--- config.mk ---
export PLATFORM = sky130hd
export DESIGN_NAME = element_loader_ctrl
export DESIGN_NICKNAME = d
export VERILOG_FILES = /design/src/rtl/element_pkg.sv /design/src/rtl/element_record_reg.sv /design/src/rtl/element_loader_ctrl.sv
export SDC_FILE = /design/constraint.sdc
export NUM_CORES = 1
export LEC_CHECK = 0
export CORE_MARGIN = 2
export CORE_UTILIZATION = 39
export CTS_CLUSTER_DIAMETER = 200
export DETAILED_ROUTE_END_ITERATION = 10
export GPL_ROUTABILITY_DRIVEN = 1
export HOLD_SLACK_MARGIN = 0.1
export PLACE_DENSITY = 0.78
export RECOVER_POWER = 25
export SYNTH_ARGS = -nofsm -noshare
export SYNTH_HDL_FRONTEND = slang
export SYNTH_SLANG_ARGS = --single-unit
--- constraint.sdc ---
create_clock -name clk -period 1.6 [get_ports clk]
set_input_delay 0.32 -clock clk [delete_from_list [all_inputs] [get_ports clk]]
set_output_delay 0.32 -clock clk [all_outputs]
set_load 0.01 [all_outputs]
--- src/rtl/element_pkg.sv ---
// element_pkg: shared state codes, field indices and default sizes for the element loader.
package element_pkg;
    localparam int NUM_FIELDS_DEF   = 5;
    localparam int FIELD_W_DEF      = 8;
    localparam int MAX_ELEMENTS_DEF = 16;

    localparam int FLD_TYPE   = 0;
    localparam int FLD_VALUE  = 1;
    localparam int FLD_EXP    = 2;
    localparam int FLD_NODE_A = 3;
    localparam int FLD_NODE_B = 4;

    localparam logic [2:0] ST_IDLE         = 3'd0;
    localparam logic [2:0] ST_DISPLAY      = 3'd1;
    localparam logic [2:0] ST_DISPLAY_WAIT = 3'd2;
    localparam logic [2:0] ST_FIELD_LOAD   = 3'd3;
    localparam logic [2:0] ST_FIELD_WAIT   = 3'd4;
    localparam logic [2:0] ST_BACK_WAIT    = 3'd5;
    localparam logic [2:0] ST_COMMIT       = 3'd6;
    localparam logic [2:0] ST_DONE         = 3'd7;

    typedef enum logic [2:0] {
        S_IDLE         = ST_IDLE,
        S_DISPLAY      = ST_DISPLAY,
        S_DISPLAY_WAIT = ST_DISPLAY_WAIT,
        S_FIELD_LOAD   = ST_FIELD_LOAD,
        S_FIELD_WAIT   = ST_FIELD_WAIT,
        S_BACK_WAIT    = ST_BACK_WAIT,
        S_COMMIT       = ST_COMMIT,
        S_DONE         = ST_DONE
    } state_t;
endpackage

--- src/rtl/element_record_reg.sv ---
// element_record_reg: packed record register bank, one field written per cycle.
// Ports: clk; clear (zeroes whole record, wins over write); wr_en/wr_idx/wr_data
// (field write); record (packed, field i at [i*FIELD_W +: FIELD_W]).
module element_record_reg #(
    parameter int NUM_FIELDS = 5,
    parameter int FIELD_W    = 8,
    parameter int IDX_W      = $clog2(NUM_FIELDS)
) (
    input  logic                          clk,
    input  logic                          clear,
    input  logic                          wr_en,
    input  logic [IDX_W-1:0]              wr_idx,
    input  logic [FIELD_W-1:0]            wr_data,
    output logic [NUM_FIELDS*FIELD_W-1:0] record
);
    always_ff @(posedge clk) begin
        if (clear)
            record <= '0;
        else
            for (int i = 0; i < NUM_FIELDS; i++)
                if (wr_en && wr_idx == IDX_W'(i))
                    record[i*FIELD_W +: FIELD_W] <= wr_data;
    end
endmodule

--- src/rtl/element_loader_ctrl.sv ---
// element_loader_ctrl: go/back driven per-field entry of circuit elements into element memory.
// Ports: clk; program_reset (full reset), input_reset (abort current element);
// start_process, input_over, go, back, field_in (front end);
// field_idx, do_display, record, current_state (user feedback);
// mem_we, mem_addr, mem_wdata (element memory); element_count, full, end_process (solver).
module element_loader_ctrl
    import element_pkg::*;
#(
    parameter int NUM_FIELDS   = NUM_FIELDS_DEF,
    parameter int FIELD_W      = FIELD_W_DEF,
    parameter int MAX_ELEMENTS = MAX_ELEMENTS_DEF,
    parameter int IDX_W        = $clog2(NUM_FIELDS),
    parameter int ADDR_W       = $clog2(MAX_ELEMENTS + 1)
) (
    input  logic                          clk,
    input  logic                          program_reset,
    input  logic                          input_reset,
    input  logic                          start_process,
    input  logic                          input_over,
    input  logic                          go,
    input  logic                          back,
    input  logic [FIELD_W-1:0]            field_in,
    output logic [IDX_W-1:0]              field_idx,
    output logic                          do_display,
    output logic [NUM_FIELDS*FIELD_W-1:0] record,
    output logic                          mem_we,
    output logic [ADDR_W-1:0]             mem_addr,
    output logic [NUM_FIELDS*FIELD_W-1:0] mem_wdata,
    output logic [ADDR_W-1:0]             element_count,
    output logic                          full,
    output logic                          end_process,
    output logic [2:0]                    current_state
);
    localparam logic [IDX_W-1:0]  LAST_IDX  = IDX_W'(NUM_FIELDS - 1);
    localparam logic [ADDR_W-1:0] LAST_ADDR = ADDR_W'(MAX_ELEMENTS - 1);
    localparam logic [ADDR_W-1:0] MAX_ADDR  = ADDR_W'(MAX_ELEMENTS);

    state_t state;
    logic   abortable;
    logic   rec_clear;
    logic   rec_we;

    // input_reset only aborts states where a partial element may be in flight
    assign abortable = state inside {S_DISPLAY, S_DISPLAY_WAIT, S_FIELD_LOAD, S_FIELD_WAIT, S_BACK_WAIT};
    assign rec_clear = program_reset || (input_reset && abortable) || state == S_COMMIT;
    assign rec_we    = state == S_FIELD_LOAD && go;

    element_record_reg #(
        .NUM_FIELDS(NUM_FIELDS),
        .FIELD_W   (FIELD_W),
        .IDX_W     (IDX_W)
    ) u_rec (
        .clk    (clk),
        .clear  (rec_clear),
        .wr_en  (rec_we),
        .wr_idx (field_idx),
        .wr_data(field_in),
        .record (record)
    );

    always_ff @(posedge clk) begin
        if (program_reset) begin
            state         <= S_IDLE;
            field_idx     <= '0;
            element_count <= '0;
        end else if (input_reset && abortable) begin
            state     <= S_DISPLAY;
            field_idx <= '0;
        end else begin
            case (state)
                S_IDLE:
                    if (start_process) state <= S_DISPLAY;
                S_DISPLAY:
                    if (input_over) state <= S_DONE;
                    else if (go) state <= S_DISPLAY_WAIT;
                S_DISPLAY_WAIT:
                    if (!go) begin
                        state     <= S_FIELD_LOAD;
                        field_idx <= '0;
                    end
                S_FIELD_LOAD:
                    if (go) begin
                        state <= S_FIELD_WAIT;
                    end else if (back && field_idx != '0) begin
                        state     <= S_BACK_WAIT;
                        field_idx <= field_idx - 1'b1;
                    end
                S_FIELD_WAIT:
                    if (!go) begin
                        if (field_idx != LAST_IDX) begin
                            state     <= S_FIELD_LOAD;
                            field_idx <= field_idx + 1'b1;
                        end else begin
                            state <= S_COMMIT;
                        end
                    end
                S_BACK_WAIT:
                    if (!back) state <= S_FIELD_LOAD;
                S_COMMIT: begin
                    element_count <= element_count + 1'b1;
                    field_idx     <= '0;
                    state         <= element_count == LAST_ADDR ? S_DONE : S_DISPLAY;
                end
                default: ;
            endcase
        end
    end

    // Moore outputs decoded from registered state and counters
    assign do_display    = state == S_DISPLAY;
    assign mem_we        = state == S_COMMIT;
    assign end_process   = state == S_DONE;
    assign mem_addr      = element_count;
    assign mem_wdata     = record;
    assign full          = element_count == MAX_ADDR;
    assign current_state = state;
endmodule

Word level (Yosys, flattened, before mapping)
Index checks and enable logic that the tools add are counted.

storage, ports and cells
  register bits = 51
  latch bits = 0
  bits in writable memories = 0
  bits in read-only memories = 0
  input bits = 15
  output and inout port bits = 100
  logic and storage cells = 82
  memories kept = 0

cells by class
  $add $sub $neg = 3
  multiply operators = 0
  divide/modulo/power cells = 0
  magnitude comparators = 0
  equal/unequal tests = 29
  shift-type cells = 0
  muxes and demuxes = 18
  bitwise gates (word level) = 1
  reductions and logical operators = 22

operators by type and width
  kind                                            number
  two-way mux 3 bit                               15
  case mux 3 bit (7 select lines)                 1
  == test 3 bit (second input constant)           5
  AND reduction 7 bit                             2
  == test 3 x 2 -> 1 bit (second input constant)  4
  != test 3 x 2 -> 1 bit (second input constant)  4
  case mux 3 bit (4 select lines)                 1
  != test 2 bit (second input constant)           5
  != test 3 bit (second input constant)           3
  logical AND 1 bit                               8
  nonzero test 8 bit                              1
  nonzero test 7 bit                              1
  == test 3 x 1 -> 1 bit (second input constant)  2
  zero test 3 bit                                 2
  AND reduction 6 bit                             1
  adder 5 x 1 -> 5 bit (second input constant)    1
  == test 5 x 4 -> 1 bit (second input constant)  1
  == test 5 bit (second input constant)           1
  nonzero test 5 bit                              1
  != test 2 x 1 -> 1 bit (second input constant)  2
  != test 4 x 2 -> 1 bit (second input constant)  1
  != test 4 x 3 -> 1 bit (second input constant)  1
  nonzero test 4 bit                              1
  adder 3 x 1 -> 3 bit (second input constant)    1
  7 further kinds                                 8

Longest topological paths before layout
Gate-level depths: netlist of the first run.

  depth in word-level cells = 6
  depth in mapped cells = 7
  depth with buffers taken out = 7

By module
A second synthesis of the first run with hierarchy kept.

unflattened totals
  cells, all modules = 299
  area, all modules = 2,876.5 um^2

by module, submodules not included
  module               times used  cells an instance  area an instance (um^2)  sequential area each (um^2)
  element_record_reg   1           146                1,627.8                  800.8
  element_loader_ctrl  1           153                1,248.7                  220.2

Worst setup path after synthesis of the first run
No wires, ideal clock.

  path kind = flip-flop to flip-flop
  start point = reg field_idx[0]
  end point = reg state[0], in the netlist current_state[0]
  library setup time = 0.123 ns
  data arrival time = 1.620 ns
  required time = 1.477 ns
  path slack = -0.144 ns
  cell stages (with the launch flop) = 8
  path buffers = 0
  clock period less this slack = 1.744 ns
  path through = dfxtp_1 > inv_1 > ha_1 > nand2b_1 > a211oi_2 > nor2_1 > o31ai_2 > mux2_1

between the ends
  word-level cells in the longest chain between the ends = 5
  elaborated cells between the ends (all ways) = 9
  those cells by class = eq/ne (2); mux (4); reduce/logical (3)

ends and longest elaborated chain
  element                          line                        text
  start: declaration               element_loader_ctrl.sv:23   output logic [IDX_W-1:0] field_idx,
  start signal: assignment         element_loader_ctrl.sv:86   field_idx <= field_idx - 1'b1;
  start signal: assignment         element_loader_ctrl.sv:92   field_idx <= field_idx + 1'b1;
  != test 3 bit                    element_loader_ctrl.sv:90   if (field_idx != LAST_IDX) begin
  two-way mux 3 bit                element_loader_ctrl.sv:90
  two-way mux 3 bit                element_loader_ctrl.sv:89   if (!go) begin
  case mux 3 bit (7 select lines)  element_loader_ctrl.sv:70   case (state)
  two-way mux 1 bit                element_loader_ctrl.sv:66   end else if (input_reset && abortable) begin
  end signal: assignment           element_loader_ctrl.sv:102  state <= element_count == LAST_ADDR ? S_DONE : S_DISPLAY;
  end: declaration                 element_loader_ctrl.sv:38   state_t state;

Parallel ways exist; a longest one is shown, timed or not. The select of a mux whose other input is x is not followed.
A chain may end at the register's enable or synchronous reset.

Worst setup path in the final report of the first run
  start point = reg state[0], in the netlist current_state[0]
  end point = reg state[0], in the netlist current_state[0]

between the ends
  word-level cells in the longest chain between the ends = 5
  elaborated cells between the ends (all ways) = 19
  those cells by class = eq/ne (12); mux (2); reduce/logical (5)

ends and longest elaborated chain
  element                                                            line                                                  text
  == test 3 x 1 -> 1 bit, or another cell as far along               element_loader_ctrl.sv:44, element_loader_ctrl.sv:70
  nonzero test 5 bit                                                 element_loader_ctrl.sv:44                             assign abortable = state inside {S_DISPLAY, S_DISPLAY_WAIT, S_FIELD_LOAD, S_FIELD_WAIT, S_BACK_WAIT};
  logical AND 1 bit                                                  element_loader_ctrl.sv:66
  nonzero test 8 bit (no source line), or another cell as far along  --
  AND reduction 7 bit (no source line)                               --

Parallel ways exist; a longest one is shown, timed or not.

==> results by group, run 1 <==
Run status
  – Run status: finished, violations left
  – Failing checks: negative setup slack

Final layout
  – Fin nets: 428
  – Ant diodes: 0
  – Layout cells sized above 1: 0.240
  – Layout area overhead: 49.5%

STA
  – FMAX: 597 MHz
  – Setup ws final: -0.0752 ns
  – RSZ-0062 raised after global routing: true
  – Fin Setup TNS: -0.214 ns
  – Hold Vio Cnt, Final: 0
  – Final Critical Period: 1.68 ns
  – Worst slew margin: 0.754
  – Worst Tran Pin Value: 0.368 ns
  – Skew final: 0.0124 ns
  – Final Slew Violations: 0
  – Final setup violation count: 20
  – Final worst path period share: 1.05

Drt
  – Via density: 4.70
  – Vias post-DR: 2,355
  – Post-route DRC violation count: 0
  – DR WL/cell: 13.9 µm
  – Iter 0 DRT Violations: 61
  – 1st-pass router iterations: 4
  – Routed Antenna Nets: 0
  – Routed Wire Length: 6960 µm

Floorplan
  – Core footprint: 6830 µm²
  – Ports: 115
  – Initial core utilization: 0.404
  – DIE HEIGHT: ~88 µm
  – Die X: 88.2 µm
  – Die ar.: slightly below 8000 µm²
  – # rows: 30

Power
  – Pleak: 0.00164 µW
  – Pwr/cell area: 884 nW/µm²
  – Max VDD drop: 0.655 mV

Synthesis
  – Seq/Total Area, Yosys: 0.370
  – Synth Area per Inst: 9.27 µm²
  – Syn nets: 322
  – Yosys warns: 0
  – Post-Syn Area: 2760 µm²
  – Ys flop type: dfxtp_1
  – Netlist cell types: 46
  – Post-Syn Instances: 298
  – #FFs+latches synth: 51
  – Post-synth EDFFs: 0
  – Async S/R FF share, synth: 0

Clocking
  – CTS tree: yes
  – Clk sink count: 51
  – Root Buffer: clkbuf_8
  – TritonCTS Buffers: 5
  – Worst skew pair latency: 0.30 ns
  – Clk buf depth: 2
  – Clk slew on worst S/H paths: 0.11 ns
  – H-tree depth: 2

Place
  – HPWL after DPL: 5130 µm
  – PortBufs: 114
  – Dpl ws: -0.342 ns
  – RePlAce Congestion: 0.856

Flow run
  – Max Cap Viol: 0

GRT
  – Largest net degree at the start of global routing: 21
  – GRT Overall Usage: 0.166
  – Antenna violations before repair: 0
  – Total gr overflow: 0
  – Number of global-route vias before repair: 2,208
  – First-pass GRT wire length: 10,300 µm

Setup path
  – Worst EP required: 1.79 ns
  – WP data arrival: 1.86 ns
  – CP Capture Type: flip-flop
  – CP Max Fanout: 5
  – Startpoint Class: flip-flop
  – Crit path kind: flip-flop to flip-flop

Min path
  – HP Class: flip-flop to flip-flop
-- flip-flops by register name, indices dropped and copies added, names as in the netlist --
signal,flops
current_state,3
element_count,5
field_idx,3
u_rec.record,40
-- cell usage after synthesis (2+ instances only) --
cell	number	share of area
o21ai_0	4	0.0072
or2_1	2	0.0045
a31oi_1	2	0.0045
mux2i_1	41	0.15
nand2_1	8	0.011
a21oi_1	10	0.018
nor2_1	56	0.076
nand2b_1	2	0.0045
inv_1	10	0.014
nand2b_4	2	0.010
buf_8	3	0.016
and3_1	2	0.0045
xor2_1	3	0.0095
buf_4	48	0.13
and2_4	3	0.0095
nand3_1	3	0.0054
buf_2	6	0.011
o22ai_1	2	0.0045
buf_6	2	0.0082
nor2_2	2	0.0045
a211oi_2	2	0.0091
ha_1	9	0.041
dfxtp_1	51	0.37
o31ai_1	2	0.0054
inv_2	2	0.0027
-- stage by stage --
stage	area, µm²	std cells	hold WS, ns	util	power [µW]
global placement	3890	485	0.499	0.570	2700
finish	4130	501	0.530	0.605	3650
floorplan	2770	298	0.464	-	2130
CTS	4030	498	0.537	0.590	3570
global route	4130	501	0.552	0.605	3870
detailed placement	3890	485	0.513	0.570	2710
-- cells in the final DEF, fill, tap and decap left out, drive strengths merged, types with 2 or more instances in the layout --
master and n:
nand2b 4, o22ai 2, ha 9, mux2 2, clkdlybuf4s25 21, o21ai 5
nand2 8, nor2 59, and2 3, o31ai 3, clkbuf 9, clkinv 2
and3 2, buf 45, inv 13, dfxtp 51, a31oi 3, mux2i 41
or2 2, a21oi 10, xor2 3, dlygate4sd2 17, a211oi 3, nand3 3
clkdlybuf4s50 71
-- area by class of cell --
type	instances	area [µm²]
Fill cell	613	2700
Timing Repair Buffer	159	1490
Multi-Input combinational cell	175	1340
Sequential cell	51	1040
Tap cell	96	120
Clock buffer	5	68.8
Inverter	12	45.0
Clock inverter	3	28.8
-- cell families after synthesis --
logic type,share of synthesized area
AOI/OAI and AO/OA,0.0806
xor gates and xnor gates,0.0127
adders and majority gates,0.0408
buffers and inverters,0.183
DFF,0.370
muxes,0.157
and+or+nand+nor,0.156
-- power breakdown --
part	total [µW]	internal [µW]	switching, µW
combinational	1480	756	721
sequential	1400	1330	68.5
clock	774	325	449
total	3650	2410	1240
-- worst max-delay path: stages (launching register included) --
cell      delay, ns
dfxtp_4        0.38
buf_6          0.12
or3b_1         0.39
a21boi_2       0.19
a31oi_2        0.06
o31ai_2        0.08
mux2_1         0.35
-- routing by layer --
metal | vias up | share of wire | global-route usage
met5 | - | 0 | 0
met4 | 0 | 0.0088 | 0.0331
met3 | 8 | 0.060 | 0.0377
met2 | 88 | 0.52 | 0.306
met1 | 1105 | 0.41 | 0.196
li1 | 1154 | - | -
-- path summary, 6_finish.rpt --
path / from / to / slack [ns] / cells after the start
max reg2reg: current_state[0]$_SDFFE_PP0P_ / current_state[0]$_SDFFE_PP0P_ / -0.08 / 6
min reg2reg: u_rec.record[38]$_SDFFE_PP0P_ / u_rec.record[38]$_SDFFE_PP0P_ / 0.53 / 2
min: u_rec.record[38]$_SDFFE_PP0P_ / u_rec.record[38]$_SDFFE_PP0P_ / 0.53 / 2
max: current_state[0]$_SDFFE_PP0P_ / current_state[0]$_SDFFE_PP0P_ / -0.08 / 6
-- repair_timing --
action,4_1_cts,5_1_grt
gates cloned,0,1
gates resized for setup,39,50
pin swaps,0,7
endpoints found under the setup margin,57,77
hold buffers,0,0
setup buffers,5,2
Note: power is estimated with default switching activity, not from simulation.
==> run 2: changes to the inputs <==
--- a/config.mk
+++ b/config.mk
@@ -7,12 +7,12 @@
 export LEC_CHECK = 0
 export CORE_MARGIN = 2
 export CORE_UTILIZATION = 39
-export CTS_CLUSTER_DIAMETER = 200
 export DETAILED_ROUTE_END_ITERATION = 10
 export GPL_ROUTABILITY_DRIVEN = 1
 export HOLD_SLACK_MARGIN = 0.1
 export PLACE_DENSITY = 0.78
 export RECOVER_POWER = 25
+export SLEW_MARGIN = 5
 export SYNTH_ARGS = -nofsm -noshare
 export SYNTH_HDL_FRONTEND = slang
 export SYNTH_SLANG_ARGS = --single-unit
==> results of run 2 <==
No change in the layout: final DEF, timing and power equal those of run 1.
